<file path="src/rtl/fb_pkg.sv">
// Shared frame-buffer definitions: screen geometry defaults, RGB111 colours,
// drawing opcodes and the painter state encoding.
package fb_pkg;

   localparam int unsigned FB_SCREEN_X = 128;
   localparam int unsigned FB_SCREEN_Y = 96;
   localparam int unsigned FB_AW       = 14;
   localparam int unsigned FB_DW       = 3;

   // Widened raster coordinate widths so x+w and y+h never wrap
   localparam int unsigned XW = 9;
   localparam int unsigned YW = 8;

   localparam logic [2:0] BLACK = 3'b000;
   localparam logic [2:0] RED   = 3'b100;
   localparam logic [2:0] GREEN = 3'b010;
   localparam logic [2:0] BLUE  = 3'b001;
   localparam logic [2:0] WHITE = 3'b111;

   localparam logic OP_FILL  = 1'b0;
   localparam logic OP_CLEAR = 1'b1;

   typedef enum logic [1:0] {
      ST_IDLE = 2'd0,
      ST_FILL = 2'd1,
      ST_DONE = 2'd2
   } fb_state_e;

endpackage

</file>
<file path="src/rtl/fb_raster_cnt.sv">
// Raster walker: x/y position and RAM address, built from a row base plus
// column increments. SCREEN_X is a power of two so the start row base is a shift.
module fb_raster_cnt
   import fb_pkg::*;
#(
   parameter int unsigned SCREEN_X = FB_SCREEN_X,
   parameter int unsigned AW       = FB_AW
) (
   input  logic          clk,
   input  logic          rst,
   input  logic          load,
   input  logic          step,
   input  logic [XW-1:0] start_x,
   input  logic [XW-1:0] end_x,
   input  logic [YW-1:0] start_y,
   input  logic [YW-1:0] end_y,
   output logic [AW-1:0] addr,
   output logic          last
);

   localparam int unsigned XSH = $clog2(SCREEN_X);

   logic [XW-1:0] cur_x;
   logic [XW-1:0] x0;
   logic [XW-1:0] x_end;
   logic [YW-1:0] cur_y;
   logic [YW-1:0] y_end;
   logic [AW-1:0] row_base;
   logic          row_end;

   assign row_end = (cur_x + XW'(1)) == x_end;
   assign last    = row_end && ((cur_y + YW'(1)) == y_end);

   always_ff @(posedge clk) begin
      if (rst) begin
         cur_x    <= '0;
         x0       <= '0;
         x_end    <= '0;
         cur_y    <= '0;
         y_end    <= '0;
         row_base <= '0;
         addr     <= '0;
      end else if (load) begin
         cur_x    <= start_x;
         x0       <= start_x;
         x_end    <= end_x;
         cur_y    <= start_y;
         y_end    <= end_y;
         row_base <= AW'(start_y) << XSH;
         addr     <= (AW'(start_y) << XSH) + AW'(start_x);
      end else if (step) begin
         if (row_end) begin
            // wrap to the left edge of the next row
            cur_x    <= x0;
            cur_y    <= cur_y + YW'(1);
            row_base <= row_base + AW'(SCREEN_X);
            addr     <= row_base + AW'(SCREEN_X) + AW'(x0);
         end else begin
            cur_x <= cur_x + XW'(1);
            addr  <= addr + AW'(1);
         end
      end
   end

endmodule

</file>
<file path="src/rtl/fb_rect_painter.sv">
// Rectangle fill / screen clear engine driving the frame-buffer RAM write port.
// Define RECT_CLIP_EN to clip rectangles to the screen instead of rejecting them.
module fb_rect_painter
   import fb_pkg::*;
#(
   parameter int unsigned SCREEN_X = FB_SCREEN_X,
   parameter int unsigned SCREEN_Y = FB_SCREEN_Y,
   parameter int unsigned AW       = FB_AW,
   parameter int unsigned DW       = FB_DW
) (
   input  logic          clk,
   input  logic          rst,
   input  logic          cmd_valid,
   output logic          cmd_ready,
   input  logic          cmd_op,
   input  logic [7:0]    cmd_x,
   input  logic [6:0]    cmd_y,
   input  logic [7:0]    cmd_w,
   input  logic [6:0]    cmd_h,
   input  logic [DW-1:0] cmd_color,
   output logic [AW-1:0] mem_px_addr,
   output logic [DW-1:0] mem_px_data,
   output logic          px_wr,
   output logic          busy,
   output logic          done,
   output logic          cmd_err
);

   fb_state_e     state;
   fb_state_e     state_nxt;
   logic          accept;
   logic          last;
   logic          empty;
   logic          oob;
   logic [XW-1:0] sum_x;
   logic [YW-1:0] sum_y;
   logic [XW-1:0] ld_x;
   logic [XW-1:0] ld_end_x;
   logic [YW-1:0] ld_y;
   logic [YW-1:0] ld_end_y;
   logic [DW-1:0] color_q;

   assign accept = cmd_valid && (state == ST_IDLE);

   // Command decode: start/end corners plus empty and out-of-bounds flags
   always_comb begin
      sum_x    = {1'b0, cmd_x} + {1'b0, cmd_w};
      sum_y    = {1'b0, cmd_y} + {1'b0, cmd_h};
      ld_x     = '0;
      ld_y     = '0;
      ld_end_x = XW'(SCREEN_X);
      ld_end_y = YW'(SCREEN_Y);
      empty    = 1'b0;
      oob      = 1'b0;
      if (cmd_op == OP_FILL) begin
         ld_x = {1'b0, cmd_x};
         ld_y = {1'b0, cmd_y};
`ifdef RECT_CLIP_EN
         ld_end_x = (sum_x > XW'(SCREEN_X)) ? XW'(SCREEN_X) : sum_x;
         ld_end_y = (sum_y > YW'(SCREEN_Y)) ? YW'(SCREEN_Y) : sum_y;
         empty    = (cmd_w == 8'd0) || (cmd_h == 7'd0) ||
                    (ld_x >= XW'(SCREEN_X)) || (ld_y >= YW'(SCREEN_Y));
`else
         ld_end_x = sum_x;
         ld_end_y = sum_y;
         empty    = (cmd_w == 8'd0) || (cmd_h == 7'd0);
         oob      = (sum_x > XW'(SCREEN_X)) || (sum_y > YW'(SCREEN_Y));
`endif
      end
   end

   always_ff @(posedge clk) begin
      if (rst) state <= ST_IDLE;
      else     state <= state_nxt;
   end

   always_comb begin
      state_nxt = state;
      case (state)
         ST_IDLE: begin
            if (accept && !oob) state_nxt = empty ? ST_DONE : ST_FILL;
         end
         ST_FILL: begin
            if (last) state_nxt = ST_DONE;
         end
         ST_DONE: state_nxt = ST_IDLE;
         default: state_nxt = ST_IDLE;
      endcase
   end

   always_comb begin
      cmd_ready = (state == ST_IDLE);
      busy      = (state != ST_IDLE);
      px_wr     = (state == ST_FILL);
      done      = (state == ST_DONE);
   end

   // Colour is held for the whole command
   always_ff @(posedge clk) begin
      if (rst)         color_q <= '0;
      else if (accept) color_q <= cmd_color;
   end

`ifdef RECT_CLIP_EN
   assign cmd_err = 1'b0;
`else
   logic err_q;

   always_ff @(posedge clk) begin
      if (rst) err_q <= 1'b0;
      else     err_q <= accept && oob;
   end

   assign cmd_err = err_q;
`endif

   assign mem_px_data = color_q;

   fb_raster_cnt #(
      .SCREEN_X (SCREEN_X),
      .AW       (AW)
   ) u_cnt (
      .clk     (clk),
      .rst     (rst),
      .load    (accept),
      .step    (state == ST_FILL),
      .start_x (ld_x),
      .end_x   (ld_end_x),
      .start_y (ld_y),
      .end_y   (ld_end_y),
      .addr    (mem_px_addr),
      .last    (last)
   );

endmodule

</file>
<file path="config.mk">
export PLATFORM = sky130hd
export DESIGN_NAME = fb_rect_painter
export DESIGN_NICKNAME = d
export VERILOG_FILES = /design/src/rtl/fb_pkg.sv /design/src/rtl/fb_raster_cnt.sv /design/src/rtl/fb_rect_painter.sv
export SDC_FILE = /design/constraint.sdc
export NUM_CORES = 1
export LEC_CHECK = 0
export CORE_MARGIN = 3
export CORE_UTILIZATION = 57
export CTS_CLUSTER_SIZE = 30
export DETAILED_ROUTE_END_ITERATION = 16
export PLACE_DENSITY_LB_ADDON = 0.1
export SLEW_MARGIN = 10
export SYNTH_ARGS = -nofsm -noshare
export SYNTH_HDL_FRONTEND = slang
export SYNTH_SLANG_ARGS = --single-unit
</file>
<file path="constraint.sdc">
create_clock -name clk -period 3.1 [get_ports clk]
set_input_delay 0.62 -clock clk [delete_from_list [all_inputs] [get_ports clk]]
set_output_delay 0.62 -clock clk [all_outputs]
set_load 0.005 [all_outputs]
</file>
==> flow_metrics.py, run 1 <==
metrics = {
    "final_layout": {
        "nets": 741,
        "n_fill_cell": 633,
        "drive_above_1_share_pct": 10.83,
        "syn2layout_area_growth_pct": 20.56,
        "insertedDiodeCount": 0,
    },
    "routing": {
        "detailroute.via_count": 4914,
        "detailedRoute.firstIterationViolations": 396,
        "post_drt_via_cell_ratio": 6.260,
        "detailroute.wirelength.met3_um": 1137,
        "firstDrtPassIters": 5,
        "wl_per_cell_um": 17.51,
        "drt.antenna.violating_nets": 0,
        "drc": 0,
        "wire_length_the_detailed_router_placed_on_met1_um": 6139,
        "route.top_layer_used": "met4",
        "met2_wirelength_um": 6081,
        "finalWirelength_um": 13750,
    },
    "synthesis": {
        "syn_nets": 669,
        "synthXorXnorAreaFrac_pct": 9.956,
        "netlist.area_leader.share_pct": 28.62,
        "ys_ff_latch": 69,
        "avg_cell_area_syn_um2": 7.950,
        "synth_mux_area_share_pct": 1.063,
        "synth-edff-count": 0,
        "top_flip_flop_cell_by_instance_count_after_synthesis": "dfxtp_1",
        "synth.yosys.seq_area_share_pct": 28.62,
        "synth.cell_area_um2": 4826,
        "post_synth_and_or_nand_nor_area_fraction_pct": 21.93,
        "ys_top_cells_by_area": "dfxtp_1 29%, xnor2_1 6.0%, ha_1 6.0%",
        "asyncSetResetFlopFracSynth_pct": 0,
        "netlist_instances": 607,
        "ys_types": 75,
        "synth_adder_area_share_pct": 7.000,
        "synth_compound_area_share_pct": 26.63,
        "synth_top_family_by_area": "compound AO/OA/AOI/OAI gates",
        "netlist.top_cell.by_area": "dfxtp_1",
        "ys.warnings.count": 0,
    },
    "run_status": {
        "status": "completed",
    },
    "floorplanning": {
        "floorplan.die.width_um": 98.02,
        "io-pin-count": 59,
        "floorplan.initialDensity_pct": 60.57,
        "die_height_um": 98.02,
        "standard_cell_rows": 32,
        "floorplan.core_area_um2": 7968,
        "die-area_um2": 9607,
    },
    "setup_path": {
        "element_type_at_the_critical_path_start": "register",
        "crit_path_cell_trace": "ha_1 > nand3_1 > xnor2_1 > o22ai_2 > or4_1 > o31ai_4 > a21oi_1 > a211oi_1",
        "cp-end-kind": "register",
        "worst-endpoint-arrival_ns": 3.19,
        "critical_path_class": "register to register",
        "required_ns": 3.36,
        "crit_slowest_cell": "or4_1",
        "worst_path_dominant_cell_family": "compound AO/OA/AOI/OAI gates",
        "critPathBufInv": 0,
        "worstPathMaxFanout": 9,
        "max_stage_delay_ns": 0.74,
    },
    "sta": {
        "setup_viol_count_final": 0,
        "totalNegativeSetupSlack_ns": 0,
        "period_share_pct": 94.55,
        "timing.max_slew.rel_slack_pct": 60.85,
        "report.final.hold_viol_count": 0,
        "skew_ns": 0.01249,
        "report.final.slew_viol_count": 0,
        "rsz0062_at_grt": "false",
        "least_margin_pin_slew_ns": 0.5873,
        "fin_hold_ws_ns": 0.4633,
        "max_freq_ghz": 0.3412,
        "final.min_clock_period_ns": 2.931,
    },
    "cts": {
        "cts_inserted_buffers": 9,
        "clockBufferDepth": 2,
        "cts.htree.levels": 3,
        "tritoncts": "built",
        "cts_sink_cnt": 69,
        "cts_post_setup_buffers_inserted": 0,
        "cts.root.buffer_cell": "clkbuf_8",
        "clock_latency_ns": 0.35,
        "clkTransAtPathRegs_ns": 0.08,
    },
    "placement": {
        "place.port_buffers": 58,
        "gpl.final_weighted_congestion": 0.8864,
        "dp_hpwl_um": 10360,
    },
    "pwr": {
        "irDropWorstVdd_mv": 0.2156,
        "total_leakage_power_nw": 2.235,
        "power-per-cell-area_nw_per_um2": 438.4,
    },
    "global_routing": {
        "grt_util_all_layers_pct": 28.39,
        "grt_max_degree": 57,
        "global_route.overflow_total": 0,
        "grt_pass1_vias": 4688,
        "grt_pass1_wl_um": 22510,
        "grt_antenna_before_repair": 0,
    },
    "flow_run": {
        "timing.max_cap.violations": 0,
    },
    "worst_hold_path": {
        "hold_path.class": "register to register",
    },
}
through the flow:
step | cell area (um2) | instances | power [mW] | utilization [%] | setup slack (ns)
floorplan | 4826 | 607 | 1.582 | - | 0.4798
global route | 5818 | 785 | 2.680 | 73.02 | 0.008619
finish | 5818 | 785 | 2.551 | 73.02 | 0.1691
global placement | 5654 | 770 | 1.895 | 70.96 | -0.1238
detailed placement | 5654 | 770 | 1.915 | 70.96 | -0.1416
CTS | 5812 | 785 | 2.539 | 72.94 | 0.2026
cell usage after synthesis, types with 4 or more instances:
cell type  count
xor2_1        20
a22oi_1       15
nand4_1        7
nor3_1        16
nand2b_1       6
mux2i_1        4
a21oi_1       51
nor2_1        55
nand3_1       26
and3_1        14
a32oi_1        4
a21o_1         7
a31oi_1        8
buf_6          4
clkbuf_1      22
ha_1          23
a21boi_0       6
inv_1         16
a311oi_1       4
o22ai_1        4
buf_1          4
dfxtp_1       69
o21ai_0       25
nor4_1         5
nand2_1       59
xnor2_1       33
nor2b_1        5
a211oi_1      23
cell families (layout without fill, tap and decap cells):
family / count (synthesis) / count (layout)
AOI/OAI and AO/OA: 186 / 186
buffers and inverters: 51 / 127
adders and majority gates: 26 / 26
DFF: 69 / 69
and+or+nand+nor: 216 / 216
xor gates and xnor gates: 54 / 54
muxes: 5 / 5
worst min-delay path, delay by kind of cell, from the launching register on:
| kind | cells | cell delay (ns) |
|---|---|---|
| AND/OR/NAND/NOR | 1 | 0.05 |
| AO/OA/AOI/OAI | 1 | 0.05 |
| flip-flops | 1 | 0.32 |
area by class of cell:
cell class	count	area [um2]	area share (%)
Tap cell	102	127.6	2.194
Inverter	17	63.81	1.097
Clock buffer	11	131.4	2.258
Multi-Input combinational cell	487	3222	55.38
Clock inverter	4	26.28	0.4516
Sequential cell	69	1381	23.74
Timing Repair Buffer	95	865.8	14.88
power by group:
part / switching, mW / internal [mW] / leakage [nW] / total, mW
sequential: 0.0807 / 0.956 / 0.565 / 1.04
combinational: 0.473 / 0.403 / 1.59 / 0.875
clock: 0.353 / 0.285 / 0.0792 / 0.638
total: 0.907 / 1.64 / 2.24 / 2.55
what timing repair did:
item	4_1_cts	5_1_grt
hold endpoints to repair	0	0
hold buffers	0	0
endpoints found under the setup margin	0	2
gates resized for setup	0	2
sequential cells by signal, indices dropped and copies added, names as in the netlist:
| register | count |
|---|---|
| state | 2 |
| u_cnt.addr | 14 |
| u_cnt.row_base | 7 |
| mem_px_data | 3 |
| u_cnt.x0 | 8 |
| u_cnt.cur_y | 8 |
| u_cnt.y_end | 8 |
| cmd_err | 1 |
| u_cnt.cur_x | 9 |
| u_cnt.x_end | 9 |
metal layers:
layer / GRT usage, % / up-vias
met5: 0 / -
met4: 10.76 / 0
met3: 4.571 / 42
met2: 44.97 / 231
met1: 38.82 / 2268
li1: - / 2373
worst paths after layout:
check	slack [ns]	start	to	cells after the start
max	0.17	u_cnt.cur_x[1]$_SDFFE_PP0P_	u_cnt.cur_y[6]$_SDFFE_PP0P_	8
min	0.46	mem_px_data[0]$_SDFFE_PP0P_	mem_px_data[0]$_SDFFE_PP0P_	2
max reg2reg	0.17	u_cnt.cur_x[1]$_SDFFE_PP0P_	u_cnt.cur_y[6]$_SDFFE_PP0P_	8
min reg2reg	0.46	mem_px_data[0]$_SDFFE_PP0P_	mem_px_data[0]$_SDFFE_PP0P_	2
layout by cell type (no fill, tap or decap), types with 7 or more instances in the layout:
master,n
dfxtp_1,69
clkbuf_8,9
nor3_1,16
nor2_1,55
a21o_1,7
a22oi_1,15
nand3_1,26
buf_4,36
nand2_1,58
xor2_1,20
clkdlybuf4s50_1,57
ha_1,23
a21oi_1,51
xnor2_1,33
and3_1,14
nand4_1,7
o21ai_0,25
a31oi_1,8
inv_1,16
a211oi_1,23
No activity file was read; power rests on OpenSTA's default activity.
==> inputs of run 2 (changes only) <==
--- a/config.mk
+++ b/config.mk
@@ -8,3 +8,3 @@
 export CORE_MARGIN = 3
-export CORE_UTILIZATION = 57
+export CORE_UTILIZATION = 40
 export CTS_CLUSTER_SIZE = 30
--- a/constraint.sdc
+++ b/constraint.sdc
@@ -3,2 +3,2 @@
 set_output_delay 0.62 -clock clk [all_outputs]
-set_load 0.005 [all_outputs]
+set_load 0.1 [all_outputs]
==> flow_metrics.py, run 2 (synthesis gave the netlist of run 1 again) <==
metrics = {
    "pwr": {
        "power-per-cell-area_nw_per_um2": 544.3,
        "sw_frac_of_total_pct": 35.59,
        "power_frac_clock_pct": 34.9,
        "combinationalPowerShare_pct": 33.4,
        "total_leakage_power_nw": 2.381,
        "power_frac_seq_pct": 31.7,
        "cell_internal_pwr_mw": 2.115,
        "irDropWorstVdd_mv": 0.2428,
        "power.net_switching_mw": 1.169,
    },
    "cts": {
        "cts.root.buffer_cell": "clkbuf_16",
        "hold_fix_buffers_cts": 0,
        "tritoncts": "built",
        "cts_sink_cnt": 69,
        "clkTransAtPathRegs_ns": 0.06,
        "clockBufferDepth": 2,
        "clock_latency_ns": 0.35,
        "cts_inserted_buffers": 9,
        "cts.htree.levels": 3,
    },
    "routing": {
        "drt.antenna.violating_nets": 0,
        "detailroute.via_count": 4808,
        "firstDrtPassIters": 5,
        "drc": 0,
        "finalWirelength_um": 14540,
        "wl_per_cell_um": 17.50,
        "post_drt_via_cell_ratio": 5.786,
        "detailedRoute.firstIterationViolations": 462,
    },
    "final_layout": {
        "final_standard_cell_count_with_taps_included_and_fillers_excluded": 831,
        "nets": 745,
        "largest-register": "u_cnt.addr",
        "layout_commonest_cell": "dfxtp_1",
        "number_of_flip_flops_under_the_largest_register_name": 14,
        "most-common-layout-cells": "69 x dfxtp_1, 61 x buf_4, 58 x nand2_1",
        "drive_above_1_share_pct": 14.97,
        "insertedDiodeCount": 0,
        "syn2layout_area_growth_pct": 25.02,
        "biggestRegsByFlops": "u_cnt.addr: 14 flops, u_cnt.cur_x: 9 flops, u_cnt.x_end: 9 flops",
    },
    "setup_path": {
        "critical_path_class": "input pin to register",
        "crit_path_cell_trace": "clkdlybuf4s50_1 > ha_1 > fa_1 > a21oi_1 > o211ai_1 > a21oi_1 > xor2_1 > o311ai_1 > buf_4 > nor4_2 > a211o_1",
        "element_type_at_the_critical_path_start": "input pin",
        "cp-end-kind": "register",
        "crit_slowest_cell": "clkdlybuf4s50_1",
        "worstPathMaxFanout": 2,
        "required_ns": 3.33,
        "cp_common_cell": "a21oi_1",
        "max_stage_delay_ns": 0.44,
        "worst-endpoint-arrival_ns": 3.18,
    },
    "sta": {
        "timing.max_slew.rel_slack_pct": 51.34,
        "period_share_pct": 95.26,
        "report.final.slew_viol_count": 0,
        "skew_ns": 0.005147,
        "post-route-worst-setup-slack_ns": 0.1470,
        "least_margin_pin_slew_ns": 0.7300,
        "report.final.hold_viol_count": 0,
        "final.min_clock_period_ns": 2.953,
        "setup_viol_count_final": 0,
        "rsz0062_at_grt": "false",
        "max_freq_ghz": 0.3386,
    },
    "floorplanning": {
        "floorplan.initialDensity_pct": 41.55,
        "standard_cell_rows": 39,
        "floorplan.die.width_um": 115.8,
        "die_height_um": 115.8,
        "die-area_um2": 13420,
        "io-pin-count": 59,
        "floorplan.core_area_um2": 11610,
    },
    "flow_run": {
        "timing.max_cap.violations": 0,
    },
    "global_routing": {
        "grt_util_all_layers_pct": 22.46,
        "grt_pass1_vias": 4618,
        "grt_pass1_wl_um": 23670,
        "global_route.overflow_total": 0,
        "grt_max_degree": 29,
        "grt_antenna_before_repair": 0,
    },
    "run_status": {
        "status": "completed",
    },
    "worst_hold_path": {
        "hold_path.class": "register to register",
    },
    "placement": {
        "post-place-ws_ns": -0.3436,
        "gpl.final_weighted_congestion": 0.8548,
        "dp.cells": 814,
        "place.port_buffers": 58,
        "dp_hpwl_um": 10910,
    },
}
==> run 2: cell types whose count changed in the layout (fill, tap and decap cells not counted) <==
| cell | previous run | this run |
|---|---|---|
| buf_12 | 1 | 2 |
| buf_4 | 36 | 61 |
| bufinv_16 | 0 | 2 |
| clkbuf_1 | 2 | 1 |
| clkbuf_16 | 0 | 9 |
| clkbuf_8 | 9 | 2 |
| clkdlybuf4s50_1 | 57 | 35 |
| clkinv_4 | 1 | 0 |
| clkinvlp_4 | 1 | 0 |
| nor2_1 | 55 | 54 |
| nor2_4 | 0 | 1 |
==> run 2: final timing paths <==
| check | cells past startpoint | endpoint | start | slack [ns] |
|---|---|---|---|---|
| max | 11 | state[0]$_SDFFE_PP0P_ | cmd_y[0] | 0.15 |
| min | 2 | mem_px_data[1]$_SDFFE_PP0P_ | mem_px_data[1]$_SDFFE_PP0P_ | 0.46 |
| max reg2reg | 9 | u_cnt.addr[6]$_SDFFE_PP0P_ | u_cnt.cur_x[1]$_SDFFE_PP0P_ | 0.17 |
| min reg2reg | 2 | mem_px_data[1]$_SDFFE_PP0P_ | mem_px_data[1]$_SDFFE_PP0P_ | 0.46 |
==> run 2: what timing repair did <==
item | in CTS | in global routing
setup buffers | 0 | 1
endpoints found under the hold margin | 0 | 0
endpoints found under the setup margin | 0 | 4
resized for setup | 0 | 2
==> run 2: critical path: cells and delay by family <==
family,cells,cell delay [ns]
AOI/OAI and AO/OA,5,1.14
adders and majority gates,2,0.65
buffers and inverters,2,0.63
xor gates and xnor gates,1,0.10
and+or+nand+nor,1,0.04
==> run 2: layout make-up <==
cell class / count / area, um2
clock buffers: 12 / 256.5
clock inverters: 4 / 70.07
fillers: 1148 / 5580
inverters: 17 / 63.81
multi-input cells: 487 / 3229
flip-flops and latches: 69 / 1381
well taps: 143 / 178.9
repair buffers: 99 / 853.3
==> run 2: stage by stage <==
| stage | hold slack, ns | instance area [um2] | TNS, ns | util [%] | power, mW |
|---|---|---|---|---|---|
| 2_1_floorplan | 0.4451 | 4833 | 0 | - | 1.792 |
| 3_3_place_gp | 0.4513 | 5680 | -0.5618 | 48.91 | 2.124 |
| 3_5_place_dp | 0.4554 | 5680 | -0.7775 | 48.91 | 2.136 |
| 4_1_cts | 0.4656 | 6007 | 0 | 51.72 | 3.285 |
| 5_1_grt | 0.4990 | 6033 | 0 | 51.95 | 3.443 |
| 6_report | 0.4641 | 6033 | 0 | 51.95 | 3.284 |
==> run 2: power by group through the flow <==
stage	registers, mW	clock network (mW)	logic [mW]
after floorplan	1.20	0	0.594
after global placement	1.06	0	1.07
after detailed placement	1.06	0	1.08
after CTS	1.04	1.16	1.08
after global routing	1.05	1.20	1.19
final	1.04	1.15	1.10
==> run 2: layer usage <==
metal	part of all wire, %	track usage [%]	vias to the layer above
li1	-	-	2380
met1	48	30.85	2290
met2	45	35.40	129
met3	5.9	5.640	9
met4	1.0	5.646	0
met5	0	0	-
==> inputs of run 3 (changes only) <==
- CAP_MARGIN: default -> 10
- CORE_UTILIZATION: 40 -> 50
==> flow_metrics.py, run 3 (synthesis gave the netlist of run 1 again) <==
metrics = {
    "sta": {
        "final.min_clock_period_ns": 2.912,
        "totalNegativeSetupSlack_ns": 0,
        "timing.max_slew.rel_slack_pct": 56.87,
        "report.final.slew_viol_count": 0,
        "rsz0062_at_grt": "false",
        "report.final.hold_viol_count": 0,
        "skew_ns": 0.008599,
        "post-route-worst-setup-slack_ns": 0.1884,
        "setup_viol_count_final": 0,
        "least_margin_pin_slew_ns": 0.6469,
        "max_freq_ghz": 0.3435,
        "period_share_pct": 93.92,
    },
    "global_routing": {
        "global_route.overflow_total": 0,
        "grt_pass1_vias": 4532,
        "grt_max_degree": 32,
        "grt_pass1_wl_um": 22460,
        "grt_antenna_before_repair": 0,
        "grt_util_all_layers_pct": 25.30,
    },
    "routing": {
        "wire_length_the_detailed_router_placed_on_met1_um": 6404,
        "detailroute.via_count": 4856,
        "wl_per_cell_um": 17.01,
        "drc": 0,
        "route.top_layer_used": "met4",
        "met2_wirelength_um": 6212,
        "firstDrtPassIters": 5,
        "finalWirelength_um": 13850,
        "drt.antenna.violating_nets": 0,
        "post_drt_via_cell_ratio": 5.966,
        "detailedRoute.firstIterationViolations": 397,
        "detailroute.wirelength.met3_um": 966,
    },
    "final_layout": {
        "fin_util_pct": 63.03,
        "biggestRegsByFlops": "u_cnt.addr: 14 flops, u_cnt.cur_x: 9 flops, u_cnt.x_end: 9 flops",
        "most-common-layout-cells": "69 x dfxtp_1, 58 x nand2_1, 58 x buf_4",
        "finalInstanceArea_um2": 5879,
        "largest-register": "u_cnt.addr",
        "syn2layout_area_growth_pct": 21.83,
        "layout_commonest_cell": "dfxtp_1",
        "drive_above_1_share_pct": 14.89,
        "number_of_flip_flops_under_the_largest_register_name": 14,
        "nets": 742,
        "insertedDiodeCount": 0,
    },
    "placement": {
        "place.port_buffers": 58,
        "dp_hpwl_um": 10450,
        "post-place-ws_ns": -0.2673,
        "detailed_place.area_um2": 5640,
        "gpl.final_weighted_congestion": 0.9216,
    },
    "pwr": {
        "irDropWorstVdd_mv": 0.2394,
        "total_leakage_power_nw": 2.300,
        "power-per-cell-area_nw_per_um2": 496.8,
    },
    "cts": {
        "clockBufferDepth": 2,
        "clkTransAtPathRegs_ns": 0.08,
        "hold_fix_buffers_cts": 0,
        "cts_inserted_buffers": 9,
        "cts.htree.levels": 3,
        "cts.root.buffer_cell": "clkbuf_8",
        "clock_latency_ns": 0.37,
        "tritoncts": "built",
        "cts_sink_cnt": 69,
    },
    "flow_run": {
        "timing.max_cap.violations": 0,
    },
    "floorplanning": {
        "floorplan.initialDensity_pct": 51.74,
        "standard_cell_rows": 35,
        "floorplan.die.width_um": 104.2,
        "die_height_um": 104.2,
        "io-pin-count": 59,
        "die-area_um2": 10870,
        "floorplan.core_area_um2": 9328,
    },
    "setup_path": {
        "startpoint": "u_cnt.cur_x[1]$_SDFFE_PP0P_",
        "timing.rr.start": "u_cnt.cur_x[1]$_SDFFE_PP0P_",
        "critical_path_class": "register to register",
        "worst-endpoint-arrival_ns": 3.23,
        "cp-end-kind": "register",
        "worstPathMaxFanout": 9,
        "element_type_at_the_critical_path_start": "register",
        "required_ns": 3.41,
    },
    "worst_hold_path": {
        "holdCritStartpoint": "mem_px_data[2]$_SDFFE_PP0P_",
        "hold_path.class": "register to register",
    },
    "run_status": {
        "status": "completed",
    },
}
[run 3: cell count changes in the layout (fill, tap and decap cells not counted), sizes merged]
cell      delta
buf          -3
clkbuf       -1
clkinvlp     +2
bufinv       -1
[run 3: layout make-up]
type,count,area [um2]
Fill cell,829,3448
Multi-Input combinational cell,487,3232
Sequential cell,69,1381
Timing Repair Buffer,96,830.8
Tap cell,129,161.4
Clock buffer,11,151.4
Inverter,17,63.81
Clock inverter,5,58.81
[run 3: path summary, 6_finish.rpt]
check                                 to  slack (ns)  cells past startpoint
max          u_cnt.cur_y[3]$_SDFFE_PP0P_        0.19                     10
min          mem_px_data[2]$_SDFFE_PP0P_        0.47                      2
max reg2reg  u_cnt.cur_y[3]$_SDFFE_PP0P_        0.19                     10
min reg2reg  mem_px_data[2]$_SDFFE_PP0P_        0.47                      2
[run 3: what timing repair did]
action	in CTS	in global routing
setup endpoints to repair	0	10
setup buffers	0	1
hold endpoints to repair	0	0
resized for setup	0	3
[run 3: per-layer routing]
| layer | global-route usage, % | vias up |
|---|---|---|
| met3 | 4.469 | 24 |
| met4 | 8.642 | 0 |
| li1 | - | 2373 |
| met5 | 0 | - |
| met2 | 38.72 | 174 |
| met1 | 35.89 | 2285 |
[run 3: report_power, final]
part / switching (mW) / internal (mW)
Sequential: 0.0823 / 0.956
Combinational: 0.682 / 0.411
Clock: 0.375 / 0.415
[run 3: critical path, stage by stage (launching register included)]
cell,delay (ns)
dfxtp_1,0.43
ha_2,0.28
nand3_1,0.16
xnor2_1,0.22
o22ai_2,0.12
or4_1,0.66
buf_4,0.22
o31ai_4,0.28
buf_12,0.16
a21boi_0,0.18
o22a_1,0.15
[run 3: metrics by stage]
step	power, mW	std cells	hold slack (ns)
3_3_place_gp	2.108	797	0.4513
2_1_floorplan	1.792	607	0.4451
4_1_cts	2.909	813	0.4668
6_report	2.921	814	0.4657
3_5_place_dp	2.124	797	0.4535
5_1_grt	3.062	814	0.4950
